File: src/rtl/computie_bus_initiator_if.sv
// Request/response and multiplexed-bus signal bundle for the computie bus initiator.
// The master modport is the initiator's view; the slave modport is the view of the environment or target.
interface computie_bus_initiator_if #(
  parameter int BITWIDTH = 32
);
  logic                req_valid;
  logic                req_ready;
  logic                req_write;
  logic [BITWIDTH-1:0] req_addr;
  logic [BITWIDTH-1:0] req_wdata;

  logic                resp_valid;
  logic [BITWIDTH-1:0] resp_rdata;
  logic                resp_error;

  logic                cb_addr_strobe;
  logic                cb_data_strobe;
  logic                cb_read_write;
  logic                cb_data_ack;
  logic [BITWIDTH-1:0] cb_ad_out;
  logic [BITWIDTH-1:0] cb_ad_in;
  logic                cb_ad_oe;

  logic                send_receive;
  logic                data_dir;
  logic                addr_oe;
  logic                data_oe;
  logic                al_oe;
  logic                al_le;

  modport master (
    input  req_valid, req_write, req_addr, req_wdata,
    input  cb_data_ack, cb_ad_in,
    output req_ready, resp_valid, resp_rdata, resp_error,
    output cb_addr_strobe, cb_data_strobe, cb_read_write,
    output cb_ad_out, cb_ad_oe,
    output send_receive, data_dir, addr_oe, data_oe, al_oe, al_le
  );

  modport slave (
    output req_valid, req_write, req_addr, req_wdata,
    output cb_data_ack, cb_ad_in,
    input  req_ready, resp_valid, resp_rdata, resp_error,
    input  cb_addr_strobe, cb_data_strobe, cb_read_write,
    input  cb_ad_out, cb_ad_oe,
    input  send_receive, data_dir, addr_oe, data_oe, al_oe, al_le
  );
endinterface

File: src/rtl/computie_bus_initiator.sv
// Computie bus master: one request at a time through IDLE/ADDR/DATA/WAIT_ACK/END, all state on negedge cb_clk.
// Define COMPUTIE_BUS_TIMEOUT_EN to enable the WAIT_ACK timeout (TIMEOUT parameter) and resp_error reporting.
module computie_bus_initiator #(
  parameter int BITWIDTH = 32
`ifdef COMPUTIE_BUS_TIMEOUT_EN
  , parameter int TIMEOUT = 64
`endif
) (
  input  logic                      cb_clk,
  input  logic                      cb_reset,
  computie_bus_initiator_if.master  bus
);

  typedef enum logic [2:0] {
    S_IDLE,
    S_ADDR,
    S_DATA,
    S_WAIT_ACK,
    S_END
  } state_t;

  state_t              r_state,          w_state_next;
  logic                r_write,          w_write_next;
  logic [BITWIDTH-1:0] r_wdata,          w_wdata_next;

  logic                r_addr_strobe,    w_addr_strobe_next;
  logic                r_data_strobe,    w_data_strobe_next;
  logic                r_read_write,     w_read_write_next;
  logic [BITWIDTH-1:0] r_ad_out,         w_ad_out_next;
  logic                r_ad_oe,          w_ad_oe_next;
  logic                r_send_receive,   w_send_receive_next;
  logic                r_data_dir,       w_data_dir_next;
  logic                r_addr_oe,        w_addr_oe_next;
  logic                r_data_oe,        w_data_oe_next;
  logic                r_al_le,          w_al_le_next;
  logic                r_resp_valid,     w_resp_valid_next;
  logic                r_resp_error,     w_resp_error_next;
  logic [BITWIDTH-1:0] r_resp_rdata,     w_resp_rdata_next;

  logic                w_timeout;

`ifdef COMPUTIE_BUS_TIMEOUT_EN
  localparam int CNT_W = $clog2(TIMEOUT + 1);

  logic [CNT_W-1:0] r_cnt, w_cnt_next;

  // Counter saturates at the expiry value; the FSM leaves WAIT_ACK on that same edge.
  assign w_timeout = (r_cnt == CNT_W'(TIMEOUT - 1));

  always_comb begin
    w_cnt_next = r_cnt;
    if (r_state == S_DATA) begin
      w_cnt_next = '0;
    end else if ((r_state == S_WAIT_ACK) && bus.cb_data_ack && !w_timeout) begin
      w_cnt_next = r_cnt + 1'b1;
    end
  end

  always_ff @(negedge cb_clk or posedge cb_reset) begin
    if (cb_reset) begin
      r_cnt <= '0;
    end else begin
      r_cnt <= w_cnt_next;
    end
  end
`else
  assign w_timeout = 1'b0;
`endif

  always_comb begin
    w_state_next        = r_state;
    w_write_next        = r_write;
    w_wdata_next        = r_wdata;
    w_addr_strobe_next  = r_addr_strobe;
    w_data_strobe_next  = r_data_strobe;
    w_read_write_next   = r_read_write;
    w_ad_out_next       = r_ad_out;
    w_ad_oe_next        = r_ad_oe;
    w_send_receive_next = r_send_receive;
    w_data_dir_next     = r_data_dir;
    w_addr_oe_next      = r_addr_oe;
    w_data_oe_next      = r_data_oe;
    w_al_le_next        = r_al_le;
    w_resp_valid_next   = 1'b0;
    w_resp_error_next   = r_resp_error;
    w_resp_rdata_next   = r_resp_rdata;

    case (r_state)
      S_IDLE: begin
        if (bus.req_valid) begin
          w_write_next        = bus.req_write;
          w_wdata_next        = bus.req_wdata;
          w_ad_out_next       = bus.req_addr;
          w_ad_oe_next        = 1'b1;
          w_send_receive_next = 1'b1;
          w_addr_oe_next      = 1'b0;
          w_al_le_next        = 1'b1;
          w_read_write_next   = ~bus.req_write;
          w_state_next        = S_ADDR;
        end
      end

      // Address has been on the bus for a full cycle before the strobe falls.
      S_ADDR: begin
        w_addr_strobe_next = 1'b0;
        w_al_le_next       = 1'b0;
        w_state_next       = S_DATA;
      end

      S_DATA: begin
        w_addr_oe_next     = 1'b1;
        w_data_oe_next     = 1'b0;
        w_data_strobe_next = 1'b0;
        if (r_write) begin
          w_ad_out_next   = r_wdata;
          w_data_dir_next = 1'b1;
        end else begin
          w_ad_oe_next        = 1'b0;
          w_send_receive_next = 1'b0;
          w_data_dir_next     = 1'b0;
        end
        w_state_next = S_WAIT_ACK;
      end

      S_WAIT_ACK: begin
        if (!bus.cb_data_ack) begin
          if (!r_write) begin
            w_resp_rdata_next = bus.cb_ad_in;
          end
          w_addr_strobe_next = 1'b1;
          w_data_strobe_next = 1'b1;
          w_resp_valid_next  = 1'b1;
          w_resp_error_next  = 1'b0;
          w_state_next       = S_END;
        end else if (w_timeout) begin
          w_addr_strobe_next = 1'b1;
          w_data_strobe_next = 1'b1;
          w_resp_valid_next  = 1'b1;
          w_resp_error_next  = 1'b1;
          w_state_next       = S_END;
        end
      end

      // Bus turnaround: release every driver before the next request may start.
      S_END: begin
        w_ad_oe_next        = 1'b0;
        w_data_oe_next      = 1'b1;
        w_addr_oe_next      = 1'b1;
        w_send_receive_next = 1'b0;
        w_data_dir_next     = 1'b0;
        w_state_next        = S_IDLE;
      end

      default: begin
        w_state_next = S_IDLE;
      end
    endcase
  end

  always_ff @(negedge cb_clk or posedge cb_reset) begin
    if (cb_reset) begin
      r_state        <= S_IDLE;
      r_write        <= 1'b0;
      r_wdata        <= '0;
      r_addr_strobe  <= 1'b1;
      r_data_strobe  <= 1'b1;
      r_read_write   <= 1'b1;
      r_ad_out       <= '0;
      r_ad_oe        <= 1'b0;
      r_send_receive <= 1'b0;
      r_data_dir     <= 1'b0;
      r_addr_oe      <= 1'b1;
      r_data_oe      <= 1'b1;
      r_al_le        <= 1'b0;
      r_resp_valid   <= 1'b0;
      r_resp_error   <= 1'b0;
      r_resp_rdata   <= '0;
    end else begin
      r_state        <= w_state_next;
      r_write        <= w_write_next;
      r_wdata        <= w_wdata_next;
      r_addr_strobe  <= w_addr_strobe_next;
      r_data_strobe  <= w_data_strobe_next;
      r_read_write   <= w_read_write_next;
      r_ad_out       <= w_ad_out_next;
      r_ad_oe        <= w_ad_oe_next;
      r_send_receive <= w_send_receive_next;
      r_data_dir     <= w_data_dir_next;
      r_addr_oe      <= w_addr_oe_next;
      r_data_oe      <= w_data_oe_next;
      r_al_le        <= w_al_le_next;
      r_resp_valid   <= w_resp_valid_next;
      r_resp_error   <= w_resp_error_next;
      r_resp_rdata   <= w_resp_rdata_next;
    end
  end

  assign bus.req_ready      = (r_state == S_IDLE);
  assign bus.resp_valid     = r_resp_valid;
  assign bus.resp_error     = r_resp_error;
  assign bus.resp_rdata     = r_resp_rdata;
  assign bus.cb_addr_strobe = r_addr_strobe;
  assign bus.cb_data_strobe = r_data_strobe;
  assign bus.cb_read_write  = r_read_write;
  assign bus.cb_ad_out      = r_ad_out;
  assign bus.cb_ad_oe       = r_ad_oe;
  assign bus.send_receive   = r_send_receive;
  assign bus.data_dir       = r_data_dir;
  assign bus.addr_oe        = r_addr_oe;
  assign bus.data_oe        = r_data_oe;
  assign bus.al_le          = r_al_le;
  // The initiator never uses the address latch output.
  assign bus.al_oe          = 1'b1;

endmodule
File: src/flat_wrapper.sv
// flat-port wrapper written by rule: the top's interface ports become plain ports
module computie_bus_initiator_flat 
#(
  parameter int BITWIDTH = 32

)
  (cb_clk, cb_reset, bus_req_valid, bus_req_write, bus_req_addr, bus_req_wdata, bus_cb_data_ack, bus_cb_ad_in, bus_req_ready, bus_resp_valid, bus_resp_rdata, bus_resp_error, bus_cb_addr_strobe, bus_cb_data_strobe, bus_cb_read_write, bus_cb_ad_out, bus_cb_ad_oe, bus_send_receive, bus_data_dir, bus_addr_oe, bus_data_oe, bus_al_oe, bus_al_le);
  computie_bus_initiator_if #(.BITWIDTH(BITWIDTH)) bus_i ();
  input  logic cb_clk;
  input  logic cb_reset;
  input wire logic [$bits(bus_i.req_valid)-1:0] bus_req_valid;
  input wire logic [$bits(bus_i.req_write)-1:0] bus_req_write;
  input wire logic [$bits(bus_i.req_addr)-1:0] bus_req_addr;
  input wire logic [$bits(bus_i.req_wdata)-1:0] bus_req_wdata;
  input wire logic [$bits(bus_i.cb_data_ack)-1:0] bus_cb_data_ack;
  input wire logic [$bits(bus_i.cb_ad_in)-1:0] bus_cb_ad_in;
  output wire logic [$bits(bus_i.req_ready)-1:0] bus_req_ready;
  output wire logic [$bits(bus_i.resp_valid)-1:0] bus_resp_valid;
  output wire logic [$bits(bus_i.resp_rdata)-1:0] bus_resp_rdata;
  output wire logic [$bits(bus_i.resp_error)-1:0] bus_resp_error;
  output wire logic [$bits(bus_i.cb_addr_strobe)-1:0] bus_cb_addr_strobe;
  output wire logic [$bits(bus_i.cb_data_strobe)-1:0] bus_cb_data_strobe;
  output wire logic [$bits(bus_i.cb_read_write)-1:0] bus_cb_read_write;
  output wire logic [$bits(bus_i.cb_ad_out)-1:0] bus_cb_ad_out;
  output wire logic [$bits(bus_i.cb_ad_oe)-1:0] bus_cb_ad_oe;
  output wire logic [$bits(bus_i.send_receive)-1:0] bus_send_receive;
  output wire logic [$bits(bus_i.data_dir)-1:0] bus_data_dir;
  output wire logic [$bits(bus_i.addr_oe)-1:0] bus_addr_oe;
  output wire logic [$bits(bus_i.data_oe)-1:0] bus_data_oe;
  output wire logic [$bits(bus_i.al_oe)-1:0] bus_al_oe;
  output wire logic [$bits(bus_i.al_le)-1:0] bus_al_le;
  assign bus_i.req_valid = bus_req_valid;
  assign bus_i.req_write = bus_req_write;
  assign bus_i.req_addr = bus_req_addr;
  assign bus_i.req_wdata = bus_req_wdata;
  assign bus_i.cb_data_ack = bus_cb_data_ack;
  assign bus_i.cb_ad_in = bus_cb_ad_in;
  assign bus_req_ready = bus_i.req_ready;
  assign bus_resp_valid = bus_i.resp_valid;
  assign bus_resp_rdata = bus_i.resp_rdata;
  assign bus_resp_error = bus_i.resp_error;
  assign bus_cb_addr_strobe = bus_i.cb_addr_strobe;
  assign bus_cb_data_strobe = bus_i.cb_data_strobe;
  assign bus_cb_read_write = bus_i.cb_read_write;
  assign bus_cb_ad_out = bus_i.cb_ad_out;
  assign bus_cb_ad_oe = bus_i.cb_ad_oe;
  assign bus_send_receive = bus_i.send_receive;
  assign bus_data_dir = bus_i.data_dir;
  assign bus_addr_oe = bus_i.addr_oe;
  assign bus_data_oe = bus_i.data_oe;
  assign bus_al_oe = bus_i.al_oe;
  assign bus_al_le = bus_i.al_le;
  computie_bus_initiator #(.BITWIDTH(BITWIDTH)) u_core (.cb_clk(cb_clk), .cb_reset(cb_reset), .bus(bus_i));
endmodule
File: config.mk
export PLATFORM = sky130hd
export DESIGN_NAME = computie_bus_initiator_flat
export DESIGN_NICKNAME = d
export VERILOG_FILES = /design/src/rtl/computie_bus_initiator_if.sv /design/src/rtl/computie_bus_initiator.sv /design/src/flat_wrapper.sv
export SDC_FILE = /design/constraint.sdc
export NUM_CORES = 1
export LEC_CHECK = 0
export CAP_MARGIN = 25
export CORE_MARGIN = 3
export CORE_UTILIZATION = 43
export CTS_CLUSTER_DIAMETER = 40
export DETAILED_ROUTE_END_ITERATION = 10
export GPL_TIMING_DRIVEN = 0
export PLACE_DENSITY = 0.79
export SLEW_MARGIN = 15
export SYNTH_ARGS = -nofsm -noshare
export SYNTH_HDL_FRONTEND = slang
export SYNTH_SLANG_ARGS = --single-unit
File: constraint.sdc
create_clock -name cb_clk -period 4.9 [get_ports cb_clk]
set_input_delay 0.98 -clock cb_clk [delete_from_list [all_inputs] [get_ports cb_clk]]
set_output_delay 0.98 -clock cb_clk [all_outputs]
set_load 0.01 [all_outputs]
== Word-level counts from Yosys, hierarchy flattened ==
Cells that the tools add are included.

* Bitwise operators: 3
* Magnitude comparators: 0
* Divide/modulo/power cells: 0
* Shift-type cells: 0
* Reduce and logical (&&, ||, !) cells: 18
* Add/subtract/negate cells: 0
* Equal/unequal tests: 8
* Multiplexer cells: 20
* Multipliers: 0

{| class="wikitable"
|+ Operators by type and width
! operator !! count
|-
| $mux 32 || 2
|-
| $pmux 32 s2 || 1
|-
| $pmux 1 s2 || 6
|-
| $pmux 3 s4 || 1
|-
| $reduce_and 2->1 || 6
|-
| $reduce_bool 2->1 || 6
|-
| $reduce_and 3->1 || 3
|-
| $mux 1 || 7
|-
| $eq 3x2->1 const B || 2
|-
| $mux 3 || 2
|-
| $ne 2x2->1 const B || 3
|-
| $eq 3x1->1 const B || 1
|-
| $eq 3x3->1 const B || 1
|-
| $logic_not 3->1 || 1
|-
| $not 1->1 || 3
|-
| $pmux 1 s3 || 1
|-
| $reduce_bool 3->1 || 1
|-
| $ne 2x1->1 const B || 1
|-
| $reduce_or 2->1 || 1
|}

* Memories kept: 0
* ROM bits: 0
* Output and inout bits: 77
* Input port bits: 101
* Register bits after elaboration: 109
* RAM bits: 0
* Bits in latches: 0

== Logic depth before layout (Yosys ltp) ==
* Depth after elaboration: 4
* Mapped depth: 6
* Mapped depth without buffers: 3

==> flow_metrics.py <==
metrics = {
    "critical_path": {
        "r2r_setup_slack_ns": 3.00,
        "worst_ep_arrival_time_ns": 2.60,
        "crit_path_max_fanout": 10,
        "critical_path.endpoint_type": "register",
        "path_class": "in2reg",
        "crit_chain": "clkdlybuf4s50_1 -> mux2i_1 -> nor3_4 -> buf_4 -> mux2_2",
        "slowest_stage": "clkdlybuf4s50_1",
        "crit_path_max_incr_delay_ns": 0.59,
        "worstPathRequired_ns": 2.64,
        "critPathLaunchType": "primary input",
        "r2r_cells": 4,
    },
    "routing": {
        "routed_via_density": 4.925,
        "drtAntennaViolNets": 0,
        "wl_per_cell_um": 17.08,
        "dr_total_vias": 3157,
        "dr.pass1.iters": 4,
        "drtIter0Drc": 150,
        "wirelength_um": 10950,
        "drc": 0,
    },
    "logic_synthesis": {
        "synth_compound_area_share_pct": 2.339,
        "synth_area_leader_cell": "dfrtn_1",
        "synth_nets": 405,
        "ys_types": 25,
        "yosysSeqAreaShare_pct": 59.42,
        "yosysMostFrequentCell": "dfrtn_1",
        "muxShareOfSynthArea_pct": 32.01,
        "netlist_area_um2": 4601,
        "synth_xor_area_share_pct": 0,
        "synth_top_flop_cell": "dfrtn_1",
        "ys_ff_latch": 109,
        "synth-simple-area-share_pct": 2.339,
        "synthAdderAreaFrac_pct": 0,
        "synthCells": 304,
        "yosys-top-cells-area": "dfrtn_1 57%, mux2_2 24%, mux2_1 7.8%, dfstp_2 2.9%, buf_6 1.5%",
        "synth_top_area_share_pct": 56.57,
        "synth_edf_count": 0,
        "syn_area_per_cell_um2": 15.13,
        "synth_common_cells": "104 x dfrtn_1, 97 x mux2_2, 32 x mux2_1",
        "ys_warn_count": 0,
        "async_flop_share_pct": 100.0,
        "synth_top_family_by_area": "multiplexers",
    },
    "placement": {
        "dp_hpwl_um": 8622,
        "port_buffers": 175,
        "postPlaceCellArea_um2": 6594,
        "placedCellCount": 618,
        "gp_congestion": 0.7582,
    },
    "timing": {
        "hold_slack_ns": 0.4308,
        "hold_viol": 0,
        "rsz0062_at_grt": "true",
        "slew_violations": 0,
        "tightest_slew_ns": 0.5974,
        "fin_skew_ns": 0.05467,
        "setup-violations-final": 0,
        "max-slew-margin-rel_pct": 60.17,
    },
    "finish": {
        "syn2layout_area_growth_pct": 48.98,
        "layout.cells.non_filler": 641,
        "n_antenna_cell": 0,
        "multiInputGateArea_um2": 1695,
        "drive_above_1_share_pct": 28.12,
        "fill_cells": 784,
        "seqCellArea_um2": 2734,
        "nets": 601,
        "design_area_um2": 6854,
    },
    "die": {
        "ios": 178,
        "start_util_pct": 44.37,
        "die-area_um2": 11980,
        "core_area_um2": 10370,
        "row_count": 37,
        "die_w_um": 109.4,
        "die_h_um": 109.4,
    },
    "min_path": {
        "hold_depth": 1,
        "worstHoldPathType": "reg2reg",
    },
    "global_routing": {
        "grt_usage_pct": 18.64,
        "grt.overflow.total": 0,
        "grt_max_degree": 37,
        "antenna_found_initial": 0,
        "grt_pass1_wl_um": 17140,
        "grt_pass1_vias": 3413,
    },
    "pwr": {
        "power_density_nw_per_um2": 623.6,
        "worst_ir_drop_vdd_mv": 0.2864,
        "p_leak_nw": 2.886,
    },
    "cts": {
        "clk_pin_slew_ns": 0.06,
        "cts-root-buf": "clkbuf_8",
        "cts_tree": "done",
        "cts_sinks": 109,
        "clk_path_buf_depth": 2,
        "cts_max_level": 3,
        "insertion_delay_ns": 0.39,
        "cts_made_buffers": 9,
    },
    "job": {
        "max_cap_viol_count": 0,
    },
    "outcome": {
        "status": "finished clean",
    },
}
==> layout by cell type (no fill, tap or decap), drive strengths merged, types with 2 or more instances in the layout <==
master	netlist	final
buf	16	22
clkbuf	4	15
conb	2	2
nor3	3	3
clkinv	0	3
mux2i	2	2
clkdlybuf4s50	0	169
dlygate4sd2	0	4
clkinvlp	0	2
inv	6	9
o21ai	7	7
a21oi	8	8
mux2	129	129
dfrtn	104	104
dfstp	5	5
nand2b	3	3
nor2	9	9
==> timing repair <==
| action | CTS | global route |
|---|---|---|
| setup endpoints to repair | 5 | 62 |
| buffers inserted | 0 | 3 |
| hold buffers | 0 | 0 |
| gates resized for setup | 5 | 3 |
| pin swaps | 0 | 1 |
==> layer usage <==
layer	vias up	part of all wire (%)	global-route usage [%]	wire [µm]
met3	7	12	8.456	1277
met5	-	0	0	0
met1	1570	39	21.96	4253
met2	137	49	31.21	5327
li1	1443	-	-	-
met4	0	0.82	4.363	90
==> state kept, by name, summed over array words and instances (netlist names), 3 cells and up <==
| name | flops |
|---|---|
| u_core.r_state | 3 |
| u_core.bus.cb_ad_out | 32 |
| u_core.bus.resp_rdata | 32 |
| u_core.r_wdata | 32 |
==> area by class of cell <==
| cell class | count | share of cell area [%] |
|---|---|---|
| clock buffer | 11 | 2.537 |
| buffer | 20 | 2.227 |
| tap | 136 | 2.483 |
| timing repair buffer | 181 | 26.83 |
| clock inverter | 10 | 0.9675 |
| sequential | 109 | 39.89 |
| inverter | 5 | 0.3286 |
| multi-input combinational | 169 | 24.74 |
==> final timing paths <==
kind / from / endpoint
worst min-delay path: u_core.r_wdata[4] / u_core.r_wdata[4]
worst min register to register: u_core.r_wdata[4] / u_core.r_wdata[4]
min in group asynchronous: cb_reset / u_core.bus.cb_ad_out[30]
worst max register to register: u_core.r_state[1] / u_core.bus.cb_ad_out[13]
max in group asynchronous: cb_reset / u_core.bus.addr_oe
worst max-delay path: bus_req_valid / u_core.bus.cb_ad_out[16]
==> per-stage QoR <==
stage | power [mW] | TNS, ns | setup WS (ns) | util, %
finish | 4.274 | 0 | 0.04122 | 66.10
global route | 4.565 | -0.3925 | -0.03318 | 66.10
CTS | 4.311 | 0 | 0.003767 | 65.81
detailed placement | 3.724 | -24.31 | -0.3379 | 63.59
global placement | 3.634 | -106.15 | -0.7849 | 62.93
floorplan | 2.749 | 0 | 0.2600 | -
==> critical path: cells and delay by family <==
family	cells	cell delay, ns
simple gates	1	0.26
mux	2	0.50
buf+inv	2	0.85
==> logic make-up (layout without fill, tap and decap cells) <==
kind of cell | Yosys count | count (layout)
buf+inv | 26 | 227
simple gates | 17 | 17
mux | 131 | 131
flops | 109 | 109
compound gates | 19 | 19
other cells | 2 | 2
==> power breakdown <==
part,total [mW],internal [mW],switching [mW]
sequential,1.65,1.41,0.237
clock,0.597,0.299,0.299
combinational,2.03,1.25,0.777
No activity file was read; power rests on OpenSTA's default activity.
